--- src/rtl/tick_sequencer.sv ---
// One-hot phase sequencer for the control unit: walks tick0..tick[len] once per
// instruction, with stall, synchronous clear, one-shot or auto-restart, and a done strobe.
module tick_sequencer #(
  parameter int NUM_TICKS    = 4,
  parameter bit AUTO_RESTART = 1'b1,
  parameter int IDX_W        = $clog2(NUM_TICKS)
) (
  input  logic                 clk,
  input  logic                 rst,
  input  logic                 en,
  input  logic                 clr,
  input  logic                 start,
  input  logic [IDX_W-1:0]     len,
  output logic [NUM_TICKS-1:0] tick,
  output logic [IDX_W-1:0]     tick_idx,
  output logic                 busy,
  output logic                 done
);

  typedef enum logic [0:0] {
    ST_IDLE = 1'b0,
    ST_RUN  = 1'b1
  } state_t;

  localparam logic [IDX_W-1:0]     LAST_IDX = IDX_W'(NUM_TICKS - 1);
  localparam logic [IDX_W-1:0]     IDX_ZERO = {IDX_W{1'b0}};
  localparam logic [NUM_TICKS-1:0] TICK0    = NUM_TICKS'(1);
  localparam logic [NUM_TICKS-1:0] TICK_OFF = {NUM_TICKS{1'b0}};
  // State entered after reset, clear, or completion of an op.
  localparam state_t               REST_ST  = AUTO_RESTART ? ST_RUN : ST_IDLE;
  localparam logic [NUM_TICKS-1:0] RST_TICK = AUTO_RESTART ? TICK0 : TICK_OFF;

  function automatic logic [IDX_W-1:0] clamp_len(input logic [IDX_W-1:0] l);
    if (l > LAST_IDX) begin
      return LAST_IDX;
    end else begin
      return l;
    end
  endfunction

  function automatic logic [NUM_TICKS-1:0] decode_tick(input logic run, input logic [IDX_W-1:0] idx);
    if (run) begin
      return TICK0 << idx;
    end else begin
      return TICK_OFF;
    end
  endfunction

  state_t                 state_r, state_nx_s;
  logic [IDX_W-1:0]       idx_r, idx_nx_s;
  logic [IDX_W-1:0]       len_q_r, len_nx_s;
  logic [NUM_TICKS-1:0]   tick_r, tick_nx_s;
  logic [IDX_W-1:0]       len_cl_s;
  logic [IDX_W-1:0]       eff_len_s;
  logic                   last_s;
  logic                   adv_s;

  // Tick0 reads the live length; later ticks use the value captured when tick0 advanced.
  always_comb begin
    len_cl_s  = clamp_len(len);
    eff_len_s = (idx_r == IDX_ZERO) ? len_cl_s : len_q_r;
    last_s    = (idx_r == eff_len_s);
    adv_s     = (state_r == ST_RUN) & en & ~clr;
  end

  // Next-state logic: clear first, then start from idle, then advance/wrap.
  always_comb begin
    state_nx_s = state_r;
    idx_nx_s   = idx_r;
    len_nx_s   = len_q_r;
    if (clr) begin
      state_nx_s = REST_ST;
      idx_nx_s   = IDX_ZERO;
    end else begin
      case (state_r)
        ST_IDLE: begin
          if (start && !AUTO_RESTART) begin
            state_nx_s = ST_RUN;
            idx_nx_s   = IDX_ZERO;
          end else begin
            state_nx_s = ST_IDLE;
          end
        end
        ST_RUN: begin
          if (en) begin
            if (idx_r == IDX_ZERO) begin
              len_nx_s = len_cl_s;
            end else begin
              len_nx_s = len_q_r;
            end
            if (last_s) begin
              state_nx_s = REST_ST;
              idx_nx_s   = IDX_ZERO;
            end else begin
              idx_nx_s   = idx_r + IDX_W'(1);
            end
          end else begin
            state_nx_s = ST_RUN;
          end
        end
        default: begin
          state_nx_s = REST_ST;
          idx_nx_s   = IDX_ZERO;
        end
      endcase
    end
    tick_nx_s = decode_tick(state_nx_s == ST_RUN, idx_nx_s);
  end

  // State, captured length and pre-decoded one-hot tick.
  always_ff @(posedge clk or negedge rst) begin
    if (!rst) begin
      state_r <= REST_ST;
      idx_r   <= IDX_ZERO;
      len_q_r <= LAST_IDX;
      tick_r  <= RST_TICK;
    end else begin
      state_r <= state_nx_s;
      idx_r   <= idx_nx_s;
      len_q_r <= len_nx_s;
      tick_r  <= tick_nx_s;
    end
  end

  assign tick     = tick_r;
  assign tick_idx = idx_r;
  assign busy     = (state_r == ST_RUN);
  // Gated by rst so no strobe escapes while reset is held.
  assign done     = rst & adv_s & last_s;

endmodule

--- config.mk ---
export PLATFORM = sky130hd
export DESIGN_NAME = tick_sequencer
export DESIGN_NICKNAME = d
export VERILOG_FILES = /design/src/rtl/tick_sequencer.sv
export SDC_FILE = /design/constraint.sdc
export NUM_CORES = 1
export LEC_CHECK = 0
export BUFFER_PORTS_ARGS = -buffer_cell sky130_fd_sc_hd__buf_4
export CAP_MARGIN = 5
export CORE_AREA = 4 4 41 43
export CTS_CLUSTER_DIAMETER = 150
export DETAILED_ROUTE_END_ITERATION = 8
export DIE_AREA = 0 0 45 47
export PLACE_DENSITY = 0.66
export REMOVE_ABC_BUFFERS = 1
export SLEW_MARGIN = 20
export SYNTH_ARGS = -nofsm -noshare
export SYNTH_HDL_FRONTEND = slang
export SYNTH_SLANG_ARGS = --single-unit
export TNS_END_PERCENT = 30
--- constraint.sdc ---
create_clock -name clk -period 2 [get_ports clk]
set_clock_uncertainty 0.2 [all_clocks]
set_input_delay 0 -clock clk [delete_from_list [all_inputs] [get_ports clk]]
set_output_delay 0 -clock clk [all_outputs]
set_load 0.005 [all_outputs]
==> key figures, run 1 <==
Run status
  – Status: finished with violations
  – Violated checks: setup timing

Place
  – Pre-CTS WS: 12.2 ps
  – Dpl hpwl: about 900 microns
  – GP Congestion: slightly below 0.8
  – I/O Buffers: 13
  – Area of placed instances: between 600 and 700 sq um

Drt
  – Via Count: between 400 and 500
  – Vias per cell: 5.14
  – WL/cell: about 15 microns
  – Pre-antenna DRT Iters: 3
  – DRT iter0 DRCs: 5
  – Total Wirelength: approximately 1300 microns
  – Post-route ant nets: 0
  – Remaining DRCs: 0

GRT
  – GR Layer Usage met1: between 10% and 20%
  – Met3 usage: approximately 2.7%
  – Global-route wire length before repair: 2100 microns
  – Maximum number of pins on one net before global-route repair: 7
  – Initial antenna violation count: 0
  – GR peak layer: met2
  – Vias in the first global route: 490
  – Total GRT Usage: between 10% and 20%
  – GRT overflow: 0
  – Met2 usage: ~23%

Worst setup path
  – Critical Path Fanout Max: 5
  – Req. time, crit path: between 1500 and 2000 ps
  – Crit path DAT: around 1800 ps
  – CP endpoint kind: output pin
  – CP Launch Type: flip-flop
  – Crit Path Class: flip-flop to output pin

Clocking
  – Clock sinks: 9
  – Clock buffer depth: 2
  – Clock latency at the later pin of the worst-skew pair: about 270 ps
  – H-tree levels: 1
  – TritonCTS clock tree: yes
  – CTS root buf: clkbuf_4
  – CTS clock-pin slew for the worst setup and hold paths: about 70 ps
  – CTS buffer count: 3

Final layout
  – Register Area: around 230 sq um
  – Footprint of the multi-input gates: a little over 300 sq um
  – Fin util: ~60%
  – Area Growth Syn to Fin: 47.7%
  – Antenna cells: 0
  – # fillers: 117
  – Share of cells above drive strength 1: 41.0%
  – Fin area: 778 sq um
  – Fin nets: 87

Yosys
  – Cell taking the most area after synthesis: dfrtp_1
  – Post-synth ARST share: 100%
  – Syn_area_per_cell: a little over 10 sq um
  – Synth Cell Area: about 530 sq um
  – Synth top area share: around a quarter
  – Cells after Synth: 52
  – Combinational family with the most area after synthesis: simple AND/OR/NAND/NOR gates
  – Post-Synth Simple-Gate Area: between 20% and 30%
  – Compound-Gate Fraction of Synth Area: 12.6%
  – YS warnings: 0
  – Most frequent cells after synthesis: 6 x nor2_1, 5 x dfrtp_1, 4 x dfstp_2, 4 x xnor2_1
  – Post-synth EDFFs: 0
  – Post-Synth XOR/XNOR Area: 6.65%
  – Ranking of synthesized cells by area: dfrtp_1 24%, dfstp_2 20%, xnor2_1 6.7%
  – Top FF cell, synth: dfrtp_1
  – Synth unique cells: 30
  – Mux cell area share after synthesis: between 10% and 20%
  – Area share of fa/ha/maj cells after synthesis: about 2.4%
  – Flip-flop and latch count after synthesis: 9
  – Most common cell in the netlist: nor2_1
  – Seq/Total Area, Yosys: between 40% and 50%

Die
  – # IOs: 15
  – Die area: 2120 sq um
  – Core Rows: 13
  – Die Wd: 45 microns
  – Core area: ~1300 sq um
  – Initial Util: about two fifths
  – Die Y: around 47 microns

STA
  – Max-slew headroom: about 80%
  – Setup_tns: -5.58 ps
  – Final Max Slew Viols: 0
  – Fin. Hold Viols: 0
  – Tcrit/Tclk final: 100%
  – PnR worst setup slack: -5.58 ps
  – RSZ-0062 raised after global routing: true
  – Maximum clock rate: between 400 and 500 MHz
  – Worst Max-Slew Pin Slew: 309 ps
  – Min Tclk post-route: roughly 2000 ps
  – Final setup viols: 1

Pwr
  – Total power: roughly 0.57 mW
  – Maximum VDD drop: 0.445 mV
  – Cell Pwr Density: around 740 nW/um^2
  – Leakage power: 0.358 nW

Flow run
  – Max Cap Viol: 0

Min path
  – Hold WC Path Type: input port to asynchronous set/reset pin
-- metal layers --
layer	vias up	wire, microns
met5	-	0
met4	0	57
met3	7	94
met2	17	617
met1	218	579
li1	236	-
-- where the power goes --
part | internal [mW] | switching [mW] | leakage, nW
Sequential | 0.211 | 0.0118 | 0.110
Clock | 0.0773 | 0.0751 | 0.0150
Combinational | 0.107 | 0.0909 | 0.233
Total | 0.396 | 0.178 | 0.358
-- cell families after synthesis --
logic type | Yosys count
xor+xnor | 4
compound gates | 9
buf+inv | 4
mux | 5
simple gates | 20
fa+ha+maj | 1
flops | 9
-- metrics by stage --
step	instances	hold WS (ps)
after detailed placement	83	-363
after global routing	93	64.8
after CTS	93	50.7
after global placement	83	-364
after floorplan	51	-496
final	93	48.2
-- sequential cells by signal (all words and copies together) (netlist names) --
signal and cells:
busy 1, tick_idx 2, len_q_r 2, tick 4
-- layout by cell type (no fill, tap or decap), drive strengths merged, types with 3 or more instances in the layout --
| cell | Yosys | layout |
|---|---|---|
| dlygate4sd3 | 0 | 6 |
| clkbuf | 0 | 4 |
| nor2 | 6 | 6 |
| dfrtp | 5 | 5 |
| xnor2 | 4 | 4 |
| inv | 3 | 3 |
| mux2 | 3 | 3 |
| buf | 1 | 17 |
| nand2 | 3 | 3 |
| dfstp | 4 | 4 |
-- area by class of cell --
class	instances	area share (%)
multi-input cells	39	39.1
flip-flops and latches	9	29.6
repair buffers	23	24.1
clock buffers	4	3.38
well taps	15	2.41
inverters	3	1.45
-- worst paths after layout --
path	startpoint	end	slack, ps	cells past startpoint
min in group clk	clr	tick_idx[0]	290	3
worst max register to register	tick_idx[0]	tick[2]	100	6
worst min-delay path	rst	busy	50	2
worst max-delay path	tick_idx[0]	done	-6	7
worst min register to register	busy	tick[0]	400	2
max in group asynchronous	rst	tick_idx[1]	860	3
-- worst max-delay path, cell delays in order, from the launching register on --
cell	delay (ps)
dfrtp_1	390
inv_2	90
ha_4	170
mux2_4	330
xnor2_2	150
nand2_1	90
nor4_2	160
buf_4	150
-- what timing repair did --
action	4_1_cts	5_1_grt
setup endpoints to repair	2	1
hold endpoints to repair	17	0
setup buffers	0	0
hold buffers	6	0
gates resized for setup	5	1
Note: power is estimated with default switching activity, not from simulation.
==> inputs of run 2 (changes only) <==
- CAP_MARGIN: 5 -> 20
- CELL_PAD_IN_SITES_DETAIL_PLACEMENT: not set -> 0
- CELL_PAD_IN_SITES_GLOBAL_PLACEMENT: not set -> 2
- CORE_AREA: 4 4 41 43 -> not set
- CORE_MARGIN: not set -> 4
- CORE_UTILIZATION: not set -> 26
- DIE_AREA: 0 0 45 47 -> not set
- PLACE_DENSITY: 0.66 -> not set
- PLACE_DENSITY_LB_ADDON: not set -> 0.1
==> run 2 against run 1 <==
  * Global-route usage down 4.1 points
  * The flow now finishes without violations
  * Final area up 3.1%
  * Critical path depth unchanged
  * Non-clock buffer count unchanged
  * Utilization down 19 points
  * Register-to-register slack better by 30 ps
  * Fmax up 2.7%
  * Sequential share of layout area down 0.88 points
  * Final cell count up 13%
  * Routed wire length down 6.4%
  * Die area up 33%
==> key figures, run 2 (synthesis results as in run 1) <==
Pwr
  – Clock power share: 25.1% (-1.5 points)
  – Total power: 0.575 mW (+0.25%)
  – Leakage power: 0.360 nW (+0.64%)
  – Combinational share of power: 36.0% (+1.5 points)
  – Maximum VDD drop: 0.510 mV (+15%)
  – Sequential Power Share: 38.9% (about the same)
  – Switching component of the power: 0.172 mW (-3.2%)
  – Cell Pwr Density: 717 nW/um^2 (-2.7%)
  – Switching part of the total: 29.9% (-1.1 points)
  – Pint: 0.403 mW (+1.8%)

STA
  – Worst Max-Slew Pin Slew: 428 ps (+119 ps)
  – Final Max Slew Viols: 0 (unchanged)
  – Fin. Hold Viols: 0 (unchanged)
  – Max-slew headroom: 71.4% (-7.4 points)
  – Setup_tns: 0 ps (+5.58 ps)
  – Maximum clock rate: 512 MHz (+2.7%)
  – Min Tclk post-route: 1950 ps (-52.5 ps)
  – Final setup viols: 0 (-1)
  – Tcrit/Tclk final: 97.7% (-2.6 points)
  – RSZ-0062 raised after global routing: true

Worst setup path
  – Crit Path Class: flip-flop to output pin
  – Critical path's largest stage delay: 390 ps (about the same)
  – CP endpoint kind: output pin
  – Crit path DAT: 1750 ps (-60 ps)
  – CP Launch Type: flip-flop
  – Slowest-stage cell, CP: dfrtp_1
  – Crit path cell chain: inv_2, ha_4, mux2_4, xnor2_2, nand2_1, nor4_2, buf_4
  – Req. time, crit path: 1800 ps (about the same)
  – FF-to-FF path depth: 6 (unchanged)
  – Critical Path Fanout Max: 5 (unchanged)

Die
  – Core area: 1940 sq um (+49%)
  – Die Wd: 53.0 microns (+18%)
  – Initial Util: 27.1% (-13 points)
  – # IOs: 15 (unchanged)
  – Core Rows: 16 (+3)
  – Die area: 2810 sq um (+33%)
  – Die Y: 53.0 microns (+13%)

Drt
  – Pre-antenna DRT Iters: 4 (+1)
  – Vias per cell: 4.34 (-16%)
  – DRT iter0 DRCs: 1 (-4)
  – Total Wirelength: 1260 microns (-6.4%)
  – WL/cell: 12.0 microns (-17%)
  – Remaining DRCs: 0 (unchanged)
  – Post-route ant nets: 0 (unchanged)
  – Via Count: 456 (-4.6%)

GRT
  – GR Layer Usage met1: 12.0% (-5.2 points)
  – Vias in the first global route: 498 (+1.6%)
  – Global-route wire length before repair: 2130 microns (+1.7%)
  – Total GRT Usage: 10.6% (-4.1 points)
  – Met2 usage: 18.4% (-4.8 points)
  – Initial antenna violation count: 0 (unchanged)
  – GRT overflow: 0 (unchanged)
  – GR peak layer: met2
  – Maximum number of pins on one net before global-route repair: 10 (+3)
  – Met3 usage: 5.07% (+2.4 points)

Final layout
  – Largest register FFs: 4 (unchanged)
  – Non-filler instance count after layout: 105 (+13%)
  – Footprint of the multi-input gates: 315 sq um (+3.7%)
  – Fin area: 802 sq um (+3.1%)
  – Share of cells above drive strength 1: 44.9% (+3.8 points)
  – Fin nets: 87 (unchanged)
  – Most common cell after layout, fill and taps aside: buf_4
  – Antenna cells: 0 (unchanged)
  – Area Growth Syn to Fin: 52.3%
  – Register Area: 230 sq um (unchanged)
  – # fillers: 204 (+74%)
  – Commonest cells after routing, fill and taps aside: 18 x buf_4, 6 x nor2_1, 5 x dlygate4sd3_1, 5 x dfrtp_1, 4 x dfstp_2

Flow run
  – Max Cap Viol: 0 (unchanged)

Clocking
  – CTS root buf: clkbuf_4
  – CTS buffer count: 3 (unchanged)
  – CTS clock-pin slew for the worst setup and hold paths: 70 ps (about the same)
  – Clock latency at the later pin of the worst-skew pair: 260 ps (about the same)
  – H-tree levels: 1 (unchanged)
  – Clock sinks: 9 (unchanged)
  – TritonCTS clock tree: yes
  – Clock buffer depth: 2 (unchanged)

Place
  – Cell Count Post-Placement: 96 (+16%)
  – Area of placed instances: 688 sq um (+3.4%)
  – I/O Buffers: 13 (unchanged)
  – GP Congestion: 0.695 (-11%)

Min path
  – Hold WC Path Type: input port to asynchronous set/reset pin

Run status
  – Status: finished, final reports clean
-- run 2: critical path, delay by kind of cell, from the launching register on --
family | cells | cell delay (ps)
DFF | 1 | 390
muxes | 1 | 330
buffers and inverters | 2 | 230
and+or+nand+nor | 2 | 220
adders and majority gates | 1 | 180
xor gates and xnor gates | 1 | 150
-- run 2: path summary, 6_finish.rpt --
path                       slack [ps]           to   startpoint
setup / recovery                   50         done  tick_idx[0]
hold / removal                      4  tick_idx[0]          rst
setup reg to reg                  130      tick[2]  tick_idx[0]
hold reg to reg                   410      tick[0]         busy
max in group asynchronous        1260   len_q_r[1]          rst
min in group clk                  130         done          rst
-- run 2: area by class of cell --
type                            count  share of cell area (%)
Multi-Input combinational cell     39                    39.3
Timing Repair Buffer               23                    23.1
Clock buffer                        4                    3.28
Tap cell                           27                    4.21
Inverter                            3                    1.40
Sequential cell                     9                    28.7
-- run 2: layer usage --
layer  vias up  routed length (microns)
met3         2                       74
li1        234                        -
met4         0                       10
met1       209                      590
met2        11                      586
met5         -                        0
-- run 2: stage by stage --
stage / worst slack, ps / util, % / hold slack (ps)
after CTS: -4.20 / 40.4 / 38.0
after floorplan: 32.5 / - / -496
after detailed placement: 49.0 / 35.4 / -361
after global placement: 27.8 / 35.4 / -360
after global routing: -114 / 41.3 / 60.2
final: 46.9 / 41.3 / 4.38
-- run 2: repair_timing --
item	CTS	global route
buffers inserted	0	0
gates resized for setup	5	3
pin swaps	0	0
endpoints found under the hold margin	17	0
cloned	0	0
endpoints found under the setup margin	1	1
hold buffers	5	0
-- run 2: power by group through the flow --
| stage | combinational [mW] | sequential [mW] | clock [mW] |
|---|---|---|---|
| floorplan | 0.105 | 0.229 | 0 |
| global placement | 0.179 | 0.225 | 0 |
| detailed placement | 0.177 | 0.225 | 0 |
| CTS | 0.198 | 0.223 | 0.151 |
| global route | 0.228 | 0.227 | 0.164 |
| finish | 0.207 | 0.224 | 0.144 |
